==> src/rtl/proj_lane.sv <==
// Self-checking traffic lane: counter generator -> FWFT FIFO -> throttled checker.
// Optional PROJ_LANE_ERRINJ_EN adds an errinj input that flips bit 0 of a written word.
module proj_lane #(
  parameter int unsigned W    = 16,
  parameter int unsigned EW   = 8,
  parameter int unsigned D    = 8,
  parameter int          EDBG = 0,
  parameter int unsigned X    = 2,
  parameter              ID   = "LANE"
) (
  input  logic          clk,
  input  logic          rst,
`ifdef PROJ_LANE_ERRINJ_EN
  input  logic          errinj,
`endif
  output logic [EW-1:0] errcntr
);

  localparam int unsigned AW = $clog2(D);
  localparam int unsigned TW = (X > 1) ? $clog2(X) : 1;

  logic [W-1:0]  mem [D];
  logic [AW:0]   wr_ptr, rd_ptr;
  logic [W-1:0]  gencntr, expcntr, wdata, head;
  logic [TW-1:0] thr;
  logic          full, empty, wr, rd, tick, mism;

  // Extra pointer bit distinguishes full from empty when the indices match.
  assign empty = (wr_ptr == rd_ptr);
  assign full  = (wr_ptr[AW] != rd_ptr[AW]) && (wr_ptr[AW-1:0] == rd_ptr[AW-1:0]);
  assign head  = mem[rd_ptr[AW-1:0]];

  assign tick = (thr == TW'(X - 1));
  assign wr   = !full;
  assign rd   = tick && !empty;
  assign mism = (head != expcntr);

`ifdef PROJ_LANE_ERRINJ_EN
  assign wdata = gencntr ^ {{(W-1){1'b0}}, errinj};
`else
  assign wdata = gencntr;
`endif

  always_ff @(posedge clk) begin
    if (wr) mem[wr_ptr[AW-1:0]] <= wdata;
  end

  always_ff @(posedge clk or posedge rst) begin
    if (rst) begin
      wr_ptr  <= '0;
      rd_ptr  <= '0;
      gencntr <= '0;
      expcntr <= '0;
      thr     <= '0;
      errcntr <= '0;
    end else begin
      if (wr) begin
        wr_ptr  <= wr_ptr + 1'b1;
        gencntr <= gencntr + 1'b1;
      end
      if (rd) begin
        rd_ptr  <= rd_ptr + 1'b1;
        expcntr <= expcntr + 1'b1;
        if (mism && (errcntr != {EW{1'b1}})) errcntr <= errcntr + 1'b1;
      end
      thr <= tick ? '0 : thr + 1'b1;
    end
  end

  if (EDBG != 0) begin : g_dbg
`ifndef SYNTHESIS
    always @(posedge clk) begin
      if (!rst && rd && mism) $display("%s t=%0t exp=%0h got=%0h", ID, $time, expcntr, head);
    end
`endif
  end

endmodule

==> config.mk <==
export PLATFORM = sky130hd
export DESIGN_NAME = proj_lane
export DESIGN_NICKNAME = d
export VERILOG_FILES = /design/src/rtl/proj_lane.sv
export SDC_FILE = /design/constraint.sdc
export NUM_CORES = 1
export LEC_CHECK = 0
export CAP_MARGIN = 20
export CORE_MARGIN = 2
export CORE_UTILIZATION = 36
export DETAILED_ROUTE_END_ITERATION = 8
export SYNTH_ARGS = -nofsm -noshare
export SYNTH_HDL_FRONTEND = slang
export SYNTH_SLANG_ARGS = --single-unit
==> constraint.sdc <==
create_clock -name clk -period 3.6 [get_ports clk]
set_input_delay 0.72 -clock clk [delete_from_list [all_inputs] [get_ports clk]]
set_output_delay 0.72 -clock clk [all_outputs]
set_load 0.01 [all_outputs]
==> results.ini <==
[cells_and_area]
nets=448
finish.utilization=0.420
final_cell_area_sq_um=8450
final_common_cell=edfxtp_1
syn_to_final_growth_pct=15.4
fill_cells=1768
drive_above_1_share=0.205
final_cell_mix=edfxtp_1, dfrtp_1, xnor2_1
num_antenna_cells=0

[sta]
layout_setup_ws_ns=0.411
setup_viol=0
finalHoldViolCount=0
slew_headroom=0.597
period_share=0.886
fin_crit_ns=3.19
tightest_slew_ns=0.603
final_max_slew_viol_count=0
timing.fmax_mhz=314
tns_ns=0
skew_ns=0.00563
rsz0062_at_grt=false

[die]
start_util=0.364
rows=52
die_w_microns=147
io_pins=10
dieArea_sq_um=21500
dieHeight_microns=147
core_area_sq_um=20100

[critical_path]
path_class=reg2reg
critical_path.cell_chain=buf_4 -> mux2i_1 -> mux4_2 -> xor2_1 -> nand2_1 -> or4_1 -> o21ai_4 -> mux2_1
critPathCaptureType=flip-flop
critical_path.max_stage_delay_ns=0.76
required_ns=3.91
crit_start=rd_ptr[0]
path_max_fanout=11
start_kind=flip-flop
cp_slowest_cell=or4_1
cp.arrival_ns=3.50
reg2reg_from=rd_ptr[0]

[place]
io_buffers=9
dp_hpwl_microns=9010
post-place-ws_ns=0.390
placed_area_sq_um=7840
place.gp.congestion=0.774

[route]
via_per_inst=4.95
vias=3582
drtPass1Iterations=4
finalWirelength_microns=14300
drc=0
wl_per_cell_microns=19.7
ant_nets=0
drt_first_iter_violations=246

[clock_network]
cts_made_buffers=17
htree_num_levels=4
path_clk_slew_ns=0.06
cts_resized=0
root_buffer=clkbuf_16
cts_hold_buf=0
clkSinkCount=177
insertion_delay_ns=0.42
clock_path_buffers=2
postCtsSetupRepairBufs=0
cts_tree=yes

[global_routing]
track_usage=0.143
grt_pass1_wl_microns=22400
grt_pass1_vias=3798
grt-ovfl-total=0
grt_max_degree=25
antenna_found_initial=0

[pwr]
leakagePower_nw=2.71
max-vdd-ir-drop_mv=0.263
finalPower_mw=4.07
power_density_nw_per_um2=482

[logic_synthesis]
synth-edff-count=128
synthFlopType=edfxtp_1
syn_avg_cell_area_sq_um=17.9
netlist_area_sq_um=7320
synth-seq-cells=177
synth_fp_nets=416
syn_inst=409
yosysWarnings=0
synth_cell_type_count=38
ys_seq_area_frac=0.693
synthArstFlopShare=0.277

[outcome]
outcome=complete, no violations

[job]
cap_violations=0

[hold_path]
hold_start=thr
holdCritPathClass=reg2reg

[power by group]
part           switching (mW)  internal [mW]
clock                   0.726           1.16
sequential                  0           2.16
combinational          0.0116        0.00246
[layer usage]
| layer | vias to the layer above | global-route usage | wire (microns) |
|---|---|---|---|
| met3 | 12 | 0.0331 | 611 |
| met1 | 1879 | 0.181 | 6150 |
| li1 | 1622 | - | - |
| met2 | 69 | 0.240 | 7310 |
| met5 | - | 0 | 0 |
| met4 | 0 | 0.0563 | 221 |
[layout make-up]
cell class                      count  area [sq um]  area share
Sequential cell                   177          5070       0.600
Inverter                            4          15.0     0.00178
Clock inverter                      9           155      0.0184
Timing Repair Buffer               28           270      0.0320
Multi-Input combinational cell    213          2150       0.254
Tap cell                          270           338      0.0400
Clock buffer                       23           448      0.0530
[sequential cells by signal, indices dropped and copies added, names as in the netlist]
register and cells:
gencntr 16, rd_ptr 4, mem 128, expcntr 16
thr 1, wr_ptr 4, errcntr 8
[through the flow]
stage | instances | hold WS (ns)
3_3_place_gp | 692 | 0.428
6_report | 724 | 0.442
4_1_cts | 724 | 0.446
3_5_place_dp | 692 | 0.437
5_1_grt | 724 | 0.484
2_1_floorplan | 409 | 0.413
[cell families after synthesis]
group	after synthesis	share of synthesized area
multiplexers	53	0.125
flip-flops	177	0.693
adder cells (fa/ha/maj)	5	0.00855
AO/OA/AOI/OAI	10	0.0168
XOR/XNOR	63	0.0764
buffers and inverters	19	0.0186
AND/OR/NAND/NOR	82	0.0617
[final timing paths]
path	slack, ns	depth (start not counted)	endpoint
worst min-delay path	0.44	1	thr
worst max-delay path	0.41	8	errcntr[1]
worst max register to register	0.41	8	errcntr[1]
worst min register to register	0.44	1	thr
max in group asynchronous	2.31	3	expcntr[15]
min in group asynchronous	0.67	2	errcntr[4]
[synth_stat cells (3+ instances only)]
cell      number  share of area
and4_1         6         0.0072
inv_1          4         0.0021
nor2_1         8         0.0041
edfxtp_1     128           0.53
buf_6          5         0.0077
nand2_1       29          0.015
mux2i_1       22          0.030
mux4_2        28          0.086
nand3_1        9         0.0062
xor2_1        19          0.023
xnor2_1       43          0.051
ha_1           5         0.0085
nand4_1        9         0.0077
clkbuf_1       4         0.0021
and3_1         6         0.0051
dfrtp_1       49           0.17
o211ai_2       5         0.0085
buf_2          3         0.0021
[worst max-delay path, delay by kind of cell, from the launching register on]
| kind | cells | cell delay [ns] |
|---|---|---|
| multiplexers | 3 | 0.96 |
| AND/OR/NAND/NOR | 2 | 0.84 |
| flip-flops | 1 | 0.50 |
| buffers and inverters | 1 | 0.30 |
| AO/OA/AOI/OAI | 1 | 0.25 |
| XOR/XNOR | 1 | 0.21 |
Power figures use the tool's default switching activity.
